==> src/rtl/tt_pkg.sv <==
// ============================================================================
// Module   : tt_pkg
// Purpose  : Shared state encoding and parameter bounds for the truth-table
//            sweep engine.
// Revision : 1.0 - initial release
// ============================================================================
`default_nettype none

package tt_pkg;

    typedef enum logic [2:0] {
        ST_IDLE   = 3'd0,
        ST_APPLY  = 3'd1,
        ST_SAMPLE = 3'd2,
        ST_EMIT   = 3'd3,
        ST_DONE   = 3'd4
    } tt_state_t;

    localparam int c_max_n_in   = 8;
    localparam int c_max_n_out  = 8;
    localparam int c_max_settle = 15;
    localparam int c_settle_w   = 4;

endpackage

`default_nettype wire

==> src/rtl/tt_settle_timer.sv <==
// ============================================================================
// Module   : tt_settle_timer
// Purpose  : Loadable down-counter that flags the last settle cycle.
// Revision : 1.0 - initial release
// ============================================================================
`default_nettype none

module tt_settle_timer
    import tt_pkg::*;
(
    input  logic                  clk,
    input  logic                  reset,
    input  logic                  load,
    input  logic [c_settle_w-1:0] load_val,
    input  logic                  dec,
    output logic                  expired
);

    localparam logic [c_settle_w-1:0] c_one  = 1;
    localparam logic [c_settle_w-1:0] c_zero = '0;

    logic [c_settle_w-1:0] count_q;
    logic [c_settle_w-1:0] count_d;

    always_comb begin
        count_d = count_q;
        if (load) begin
            count_d = load_val;
        end else if (dec && (count_q != c_zero)) begin
            count_d = count_q - c_one;
        end
    end

    always_ff @(posedge clk or posedge reset) begin
        if (reset) begin
            count_q <= '0;
        end else begin
            count_q <= count_d;
        end
    end

    // Expiry is flagged on the final held cycle so the caller leaves on that edge.
    assign expired = (count_q <= c_one);

endmodule

`default_nettype wire

==> src/rtl/tt_sweeper.sv <==
// ============================================================================
// Module   : tt_sweeper
// Purpose  : Exhaustive truth-table sweep engine with per-vector record stream.
//            Option macro: TT_SWEEP_STOP_ON_FAIL_EN (end sweep on first mismatch).
// Revision : 1.0 - initial release
// ============================================================================
`default_nettype none

module tt_sweeper
    import tt_pkg::*;
#(
    parameter int N_IN   = 4,
    parameter int N_OUT  = 2,
    parameter int SETTLE = 1
) (
    input  logic             clk,
    input  logic             reset,
    input  logic             start,
    output logic [N_IN-1:0]  stim,
    input  logic [N_OUT-1:0] dut_y,
    input  logic [N_OUT-1:0] exp_y,
    output logic             rec_valid,
    input  logic             rec_ready,
    output logic [N_IN-1:0]  rec_idx,
    output logic [N_OUT-1:0] rec_y,
    output logic             rec_mis,
    output logic             busy,
    output logic             done,
    output logic             pass,
    output logic [N_IN:0]    err_count,
    output logic [N_IN-1:0]  first_fail_idx,
    output logic             first_fail_valid
);

    generate
        if (N_IN < 1 || N_IN > c_max_n_in) begin : g_bad_n_in
            $error("tt_sweeper: N_IN out of range");
        end
        if (N_OUT < 1 || N_OUT > c_max_n_out) begin : g_bad_n_out
            $error("tt_sweeper: N_OUT out of range");
        end
        if (SETTLE < 1 || SETTLE > c_max_settle) begin : g_bad_settle
            $error("tt_sweeper: SETTLE out of range");
        end
    endgenerate

    localparam logic [N_IN-1:0]       c_last_idx   = '1;
    localparam logic [N_IN-1:0]       c_stim_one   = 1;
    localparam logic [N_IN:0]         c_err_one    = 1;
    localparam logic [c_settle_w-1:0] c_settle_val = c_settle_w'(SETTLE);

    tt_state_t        state_q, state_d;
    logic [N_IN-1:0]  stim_q, stim_d;
    logic [N_IN-1:0]  rec_idx_q, rec_idx_d;
    logic [N_OUT-1:0] rec_y_q, rec_y_d;
    logic             rec_mis_q, rec_mis_d;
    logic             rec_valid_q, rec_valid_d;
    logic             busy_q, busy_d;
    logic             done_q, done_d;
    logic             pass_q, pass_d;
    logic [N_IN:0]    err_count_q, err_count_d;
    logic [N_IN-1:0]  ff_idx_q, ff_idx_d;
    logic             ff_valid_q, ff_valid_d;

    logic timer_load;
    logic timer_dec;
    logic timer_expired;
    logic stop_now;
    logic sample_mis;

`ifdef TT_SWEEP_STOP_ON_FAIL_EN
    assign stop_now = rec_mis_q;
`else
    assign stop_now = 1'b0;
`endif

    assign sample_mis = (dut_y != exp_y);

    tt_settle_timer u_settle_timer (
        .clk      (clk),
        .reset    (reset),
        .load     (timer_load),
        .load_val (c_settle_val),
        .dec      (timer_dec),
        .expired  (timer_expired)
    );

    always_comb begin
        state_d     = state_q;
        stim_d      = stim_q;
        rec_idx_d   = rec_idx_q;
        rec_y_d     = rec_y_q;
        rec_mis_d   = rec_mis_q;
        pass_d      = pass_q;
        err_count_d = err_count_q;
        ff_idx_d    = ff_idx_q;
        ff_valid_d  = ff_valid_q;
        timer_load  = 1'b0;
        timer_dec   = 1'b0;

        case (state_q)
            ST_IDLE: begin
                if (start) begin
                    state_d     = ST_APPLY;
                    stim_d      = '0;
                    err_count_d = '0;
                    ff_idx_d    = '0;
                    ff_valid_d  = 1'b0;
                    pass_d      = 1'b0;
                    timer_load  = 1'b1;
                end
            end
            ST_APPLY: begin
                timer_dec = 1'b1;
                if (timer_expired) begin
                    state_d = ST_SAMPLE;
                end
            end
            ST_SAMPLE: begin
                rec_idx_d = stim_q;
                rec_y_d   = dut_y;
                rec_mis_d = sample_mis;
                if (sample_mis) begin
                    err_count_d = err_count_q + c_err_one;
                    if (!ff_valid_q) begin
                        ff_idx_d   = stim_q;
                        ff_valid_d = 1'b1;
                    end
                end
                state_d = ST_EMIT;
            end
            ST_EMIT: begin
                if (rec_ready) begin
                    if ((stim_q == c_last_idx) || stop_now) begin
                        state_d = ST_DONE;
                        // Verdict lands with the done pulse; err_count is final here.
                        pass_d  = (err_count_q == '0);
                    end else begin
                        stim_d     = stim_q + c_stim_one;
                        timer_load = 1'b1;
                        state_d    = ST_APPLY;
                    end
                end
            end
            ST_DONE: begin
                state_d = ST_IDLE;
            end
            default: begin
                state_d = ST_IDLE;
            end
        endcase

        rec_valid_d = (state_d == ST_EMIT);
        busy_d      = (state_d != ST_IDLE);
        done_d      = (state_d == ST_DONE);
    end

    always_ff @(posedge clk or posedge reset) begin
        if (reset) begin
            state_q     <= ST_IDLE;
            stim_q      <= '0;
            rec_idx_q   <= '0;
            rec_y_q     <= '0;
            rec_mis_q   <= 1'b0;
            rec_valid_q <= 1'b0;
            busy_q      <= 1'b0;
            done_q      <= 1'b0;
            pass_q      <= 1'b0;
            err_count_q <= '0;
            ff_idx_q    <= '0;
            ff_valid_q  <= 1'b0;
        end else begin
            state_q     <= state_d;
            stim_q      <= stim_d;
            rec_idx_q   <= rec_idx_d;
            rec_y_q     <= rec_y_d;
            rec_mis_q   <= rec_mis_d;
            rec_valid_q <= rec_valid_d;
            busy_q      <= busy_d;
            done_q      <= done_d;
            pass_q      <= pass_d;
            err_count_q <= err_count_d;
            ff_idx_q    <= ff_idx_d;
            ff_valid_q  <= ff_valid_d;
        end
    end

    assign stim             = stim_q;
    assign rec_valid        = rec_valid_q;
    assign rec_idx          = rec_idx_q;
    assign rec_y            = rec_y_q;
    assign rec_mis          = rec_mis_q;
    assign busy             = busy_q;
    assign done             = done_q;
    assign pass             = pass_q;
    assign err_count        = err_count_q;
    assign first_fail_idx   = ff_idx_q;
    assign first_fail_valid = ff_valid_q;

endmodule

`default_nettype wire

==> config.mk <==
export PLATFORM = sky130hd
export DESIGN_NAME = tt_sweeper
export DESIGN_NICKNAME = d
export VERILOG_FILES = /design/src/rtl/tt_pkg.sv /design/src/rtl/tt_settle_timer.sv /design/src/rtl/tt_sweeper.sv
export SDC_FILE = /design/constraint.sdc
export NUM_CORES = 1
export LEC_CHECK = 0
export CAP_MARGIN = 40
export CELL_PAD_IN_SITES_DETAIL_PLACEMENT = 1
export CELL_PAD_IN_SITES_GLOBAL_PLACEMENT = 2
export CORE_MARGIN = 5
export CORE_UTILIZATION = 32
export DETAILED_ROUTE_END_ITERATION = 7
export PLACE_DENSITY_LB_ADDON = 0.2
export SLEW_MARGIN = 20
export SYNTH_ARGS = -nofsm -noshare
export SYNTH_HDL_FRONTEND = slang
export SYNTH_HIERARCHICAL = 1
export SYNTH_SLANG_ARGS = --single-unit
==> constraint.sdc <==
create_clock -name clk -period 2.17 [get_ports clk]
set_input_delay 0.5425 -clock clk [delete_from_list [all_inputs] [get_ports clk]]
set_output_delay 0.5425 -clock clk [all_outputs]
set_load 0.05 [all_outputs]
==> flow_summary.html <==
<table>
<tr><th>Metric</th><th>Value</th></tr>
<tr><th colspan="2">Setup path</th></tr>
<tr><td>Worst R2R Setup Slack</td><td>between 0.3 and 0.4 ns</td></tr>
<tr><td>Capture point of the worst reg-to-reg path</td><td>u_settle_timer/count_q[3]</td></tr>
<tr><td>Cell breakdown of the critical path</td><td>clkdlybuf4s50_1</td></tr>
<tr><td>Largest stage delay on the critical path</td><td>between 0.8 and 0.9 ns</td></tr>
<tr><td>R2R depth</td><td>6</td></tr>
<tr><td>Data arrival time of the critical path</td><td>between 1.5 and 2 ns</td></tr>
<tr><td>Setup crit end kind</td><td>primary output</td></tr>
<tr><td>RR Startpoint</td><td>stim[1]</td></tr>
<tr><td>Buffer and inverter count on the worst path</td><td>1</td></tr>
<tr><td>Top delay family on crit path</td><td>buffers and inverters</td></tr>
<tr><td>CP Data Required Time</td><td>1.63 ns</td></tr>
<tr><td>Critical path launch point type</td><td>flop</td></tr>
<tr><td>Slowest CP cell</td><td>sky130_fd_sc_hd__clkdlybuf4s50_1</td></tr>
<tr><td>Category of the most critical setup path</td><td>flop to primary output</td></tr>
<tr><td>Highest net fanout along the worst path</td><td>6</td></tr>
<tr><th colspan="2">Yosys</th></tr>
<tr><td>Share of synthesized area occupied by flip-flops and latches</td><td>0.4996</td></tr>
<tr><td>Post-synthesis instance area</td><td>about 1600 um2</td></tr>
<tr><td>Netlist cell types</td><td>47</td></tr>
<tr><td>Average size of a mapped cell</td><td>between 10 and 15 um2</td></tr>
<tr><td>Async SR Flop Fraction</td><td>1.000</td></tr>
<tr><td>Cell count after synthesis</td><td>roughly 150</td></tr>
<tr><td>Register bit total from synthesis</td><td>32</td></tr>
<tr><td>Count of synthesis-stage warnings from yosys</td><td>6</td></tr>
<tr><td>Main synth FF type</td><td>sky130_fd_sc_hd__dfrtp_1</td></tr>
<tr><td>Number of synthesized flops with an enable pin</td><td>0</td></tr>
<tr><th colspan="2">Floorplanning</th></tr>
<tr><td>Die outline area</td><td>between 6000 and 7000 um2</td></tr>
<tr><td>Area of the core</td><td>approximately 4800 um2</td></tr>
<tr><td>Width of the die</td><td>just over 80 um</td></tr>
<tr><td>I/O pin cnt</td><td>33</td></tr>
<tr><td>Vertical die dimension</td><td>a little over 80 um</td></tr>
<tr><td>Initial core utilization</td><td>0.3349</td></tr>
<tr><td>Total number of placement rows</td><td>25</td></tr>
<tr><th colspan="2">Drt</th></tr>
<tr><td>Number of remaining DRC errors</td><td>0</td></tr>
<tr><td>Count of nets left with antenna violations after detail routing</td><td>0</td></tr>
<tr><td>Number of search-and-repair iterations in the first detailed-routing pass</td><td>2</td></tr>
<tr><td>WL final</td><td>between 3000 and 4000 um</td></tr>
<tr><td>Starting DRT DRC Count</td><td>23</td></tr>
<tr><td>Vias after detailed routing</td><td>1265</td></tr>
<tr><td>Vias per cell</td><td>around 4.8</td></tr>
<tr><td>Avg WL per Cell</td><td>around 15 um</td></tr>
<tr><th colspan="2">Global routing</th></tr>
<tr><td>Global-route wire length before repair</td><td>between 6000 and 7000 um</td></tr>
<tr><td>Vias in the first global route</td><td>approximately 1400</td></tr>
<tr><td>Total global-route track usage</td><td>0.1352</td></tr>
<tr><td>Pin count of the biggest net entering global routing</td><td>29</td></tr>
<tr><td>Initial antenna violation count</td><td>0</td></tr>
<tr><td>Global-route congestion overflow total</td><td>0</td></tr>
<tr><th colspan="2">Timing</th></tr>
<tr><td>Clock period minus final worst setup slack</td><td>2.093 ns</td></tr>
<tr><td>Transition time of the tightest slew-check pin</td><td>roughly 0.53 ns</td></tr>
<tr><td>Peak Freq</td><td>477.8 MHz</td></tr>
<tr><td>Final count of hold timing violations</td><td>0</td></tr>
<tr><td>Worst-case clock skew</td><td>between 0.005 and 0.006 ns</td></tr>
<tr><td>Smallest hold slack</td><td>between 0.4 and 0.5 ns</td></tr>
<tr><td>Final number of max-transition violations</td><td>0</td></tr>
<tr><td>Setup repair after global routing missed its margin</td><td>no</td></tr>
<tr><td>Setup TNS after final layout</td><td>0 ns</td></tr>
<tr><td>Setup-violating endpoint count in the final report</td><td>0</td></tr>
<tr><td>Worst slew margin</td><td>0.6467</td></tr>
<tr><td>Period utilisation layout</td><td>0.9644</td></tr>
<tr><th colspan="2">Clock tree</th></tr>
<tr><td>Number of gates resized after cts</td><td>0</td></tr>
<tr><td>Number of sinks on the clock net</td><td>32</td></tr>
<tr><td>Source-to-sink clock delay at the later pin of the worst-skew pair</td><td>approximately 0.29 ns</td></tr>
<tr><td>Maximum buffer depth of the clock tree</td><td>2</td></tr>
<tr><td>Root buf cell</td><td>sky130_fd_sc_hd__clkbuf_8</td></tr>
<tr><td>Number of setup buffers added after CTS</td><td>0</td></tr>
<tr><td>Number of buffers added to fix hold violations after cts</td><td>0</td></tr>
<tr><td>TritonCTS clock tree</td><td>done</td></tr>
<tr><td>Clock slew at the register clock pins of the worst setup and hold paths</td><td>about 0.07 ns</td></tr>
<tr><td>Inserted Clock Buffers</td><td>5</td></tr>
<tr><td>H-tree depth reported by CTS</td><td>2</td></tr>
<tr><th colspan="2">Pwr</th></tr>
<tr><td>Static leakage</td><td>around 1 nW</td></tr>
<tr><td>Worst IR drop on VDD</td><td>approximately 0.47 mV</td></tr>
<tr><td>Final total power</td><td>between 0.002 and 0.003 W</td></tr>
<tr><td>Power density normalized to cell area</td><td>~1300 nW/um2</td></tr>
<tr><th colspan="2">Layout</th></tr>
<tr><td>Synthesis-to-finish area growth</td><td>33.49%</td></tr>
<tr><td>Leading cell type in the layout, fill and taps excluded</td><td>sky130_fd_sc_hd__dfrtp_1</td></tr>
<tr><td>Number of filler instances in the final layout</td><td>554</td></tr>
<tr><td>Final antenna diode count</td><td>0</td></tr>
<tr><td>Number of nets in the layout</td><td>211</td></tr>
<tr><td>Commonest cells after routing, fill and taps aside</td><td>32 x sky130_fd_sc_hd__dfrtp_1, 27 x sky130_fd_sc_hd__clkdlybuf4s50_1, 20 x sky130_fd_sc_hd__nand2_1, 13 x sky130_fd_sc_hd__buf_4, 12 x sky130_fd_sc_hd__inv_1</td></tr>
<tr><td>Ratio of cells with drive above 1 in the final layout</td><td>0.1717</td></tr>
<tr><th colspan="2">Placed design</th></tr>
<tr><td>Final weighted congestion of routability-driven global placement</td><td>about 0.84</td></tr>
<tr><td>Final HPWL DP</td><td>2963 um</td></tr>
<tr><td>Port-buffer cells</td><td>32</td></tr>
<tr><th colspan="2">Flow run</th></tr>
<tr><td>Max-cap violation count</td><td>0</td></tr>
<tr><th colspan="2">Min path</th></tr>
<tr><td>Worst hold-check path type</td><td>primary input to asynchronous set/reset pin</td></tr>
<tr><th colspan="2">Status</th></tr>
<tr><td>Outcome</td><td>completed</td></tr>
</table>
[worst max-delay path by stage]
stage,startpoint,to,cells after the start
5_1_grt,err_count[3],err_count[3],1
3_3_place_gp,start,err_count[2],4
2_1_floorplan,stim[1],u_settle_timer/count_q[3],8
6_report,err_count[3],err_count[3],1
4_1_cts,err_count[3],err_count[3],1
3_5_place_dp,start,err_count[2],4
[worst register-to-register path: stages, from the launching register on]
cell and delay (ns):
sky130_fd_sc_hd__dfrtp_1 0.49, sky130_fd_sc_hd__ha_1 0.26, sky130_fd_sc_hd__nand3_1 0.19, sky130_fd_sc_hd__nand2_1 0.15, sky130_fd_sc_hd__nand2_1 0.09, sky130_fd_sc_hd__buf_4 0.17, sky130_fd_sc_hd__o311ai_0 0.32
[registers in the layout, summed over array words and instances (netlist names)]
name	count
rec_idx	4
state_q	3
rec_valid	1
busy	1
pass	1
first_fail_valid	1
done	1
err_count	5
rec_mis	1
stim	4
u_settle_timer/count_q	4
rec_y	2
first_fail_idx	4
[cell families (layout without fill, tap and decap cells)]
group | after synthesis | count (layout) | share of synthesized area
AND/OR/NAND/NOR | 57 | 57 | 0.2077
flip-flops | 32 | 32 | 0.4996
AO/OA/AOI/OAI | 28 | 28 | 0.1210
buffers and inverters | 18 | 60 | 0.04918
multiplexers | 8 | 8 | 0.05464
adder cells (fa/ha/maj) | 6 | 6 | 0.04684
XOR/XNOR | 3 | 3 | 0.01640
other | 2 | 4 | 0.004686
[per-stage QoR]
| stage | setup WS (ns) | utilization | instance area, um2 | cells |
|---|---|---|---|---|
| after floorplan | 0.2825 | - | 1610 | 156 |
| after detailed placement | 0.03963 | 0.4238 | 2028 | 257 |
| after CTS | 0.05574 | 0.4471 | 2140 | 265 |
| after global routing | 0.01668 | 0.4471 | 2140 | 265 |
| after global placement | 0.06228 | 0.4238 | 2028 | 257 |
| final | 0.07717 | 0.4471 | 2140 | 265 |
[synthesized netlist by cell type, types with 2 or more instances]
cell,count,area (um2)
sky130_fd_sc_hd__mux2_2,6,67.56
sky130_fd_sc_hd__buf_2,3,15.01
sky130_fd_sc_hd__xor2_1,3,26.28
sky130_fd_sc_hd__nor2_1,7,26.28
sky130_fd_sc_hd__conb_1,2,7.510
sky130_fd_sc_hd__nor3b_1,5,37.54
sky130_fd_sc_hd__nor3_1,3,15.01
sky130_fd_sc_hd__ha_1,6,75.07
sky130_fd_sc_hd__dfrtp_1,32,800.8
sky130_fd_sc_hd__o21ai_0,5,25.02
sky130_fd_sc_hd__mux2i_1,2,20.02
sky130_fd_sc_hd__a21oi_1,6,30.03
sky130_fd_sc_hd__nand2_1,20,75.07
sky130_fd_sc_hd__a31o_1,2,17.52
sky130_fd_sc_hd__nor4b_1,2,17.52
sky130_fd_sc_hd__nand3_1,6,30.03
sky130_fd_sc_hd__inv_1,12,45.04
sky130_fd_sc_hd__a211o_1,2,17.52
sky130_fd_sc_hd__clkbuf_1,2,7.510
[per-layer routing]
layer | global-route usage | vias to the layer above | share of wire
met5 | 0 | - | 0
met4 | 0.05068 | 0 | 0.013
met3 | 0.04989 | 4 | 0.040
met2 | 0.2459 | 19 | 0.53
met1 | 0.1420 | 629 | 0.42
li1 | - | 613 | -
[power by group]
group	switching (W)	internal, W
sequential	0.000177	0.000762
combinational	0.000747	0.000486
clock	0.000240	0.000340
total	0.00116	0.00159
[final cells by class]
type | count | area [um2] | share of cell area
Clock buffer | 5 | 68.82 | 0.03216
Clock inverter | 3 | 42.54 | 0.01988
Inverter | 12 | 45.04 | 0.02105
Multi-Input combinational cell | 106 | 730.7 | 0.3415
Sequential cell | 32 | 800.8 | 0.3743
Tap cell | 67 | 83.83 | 0.03918
Timing Repair Buffer | 40 | 367.9 | 0.1719
Power figures use the tool's default switching activity.
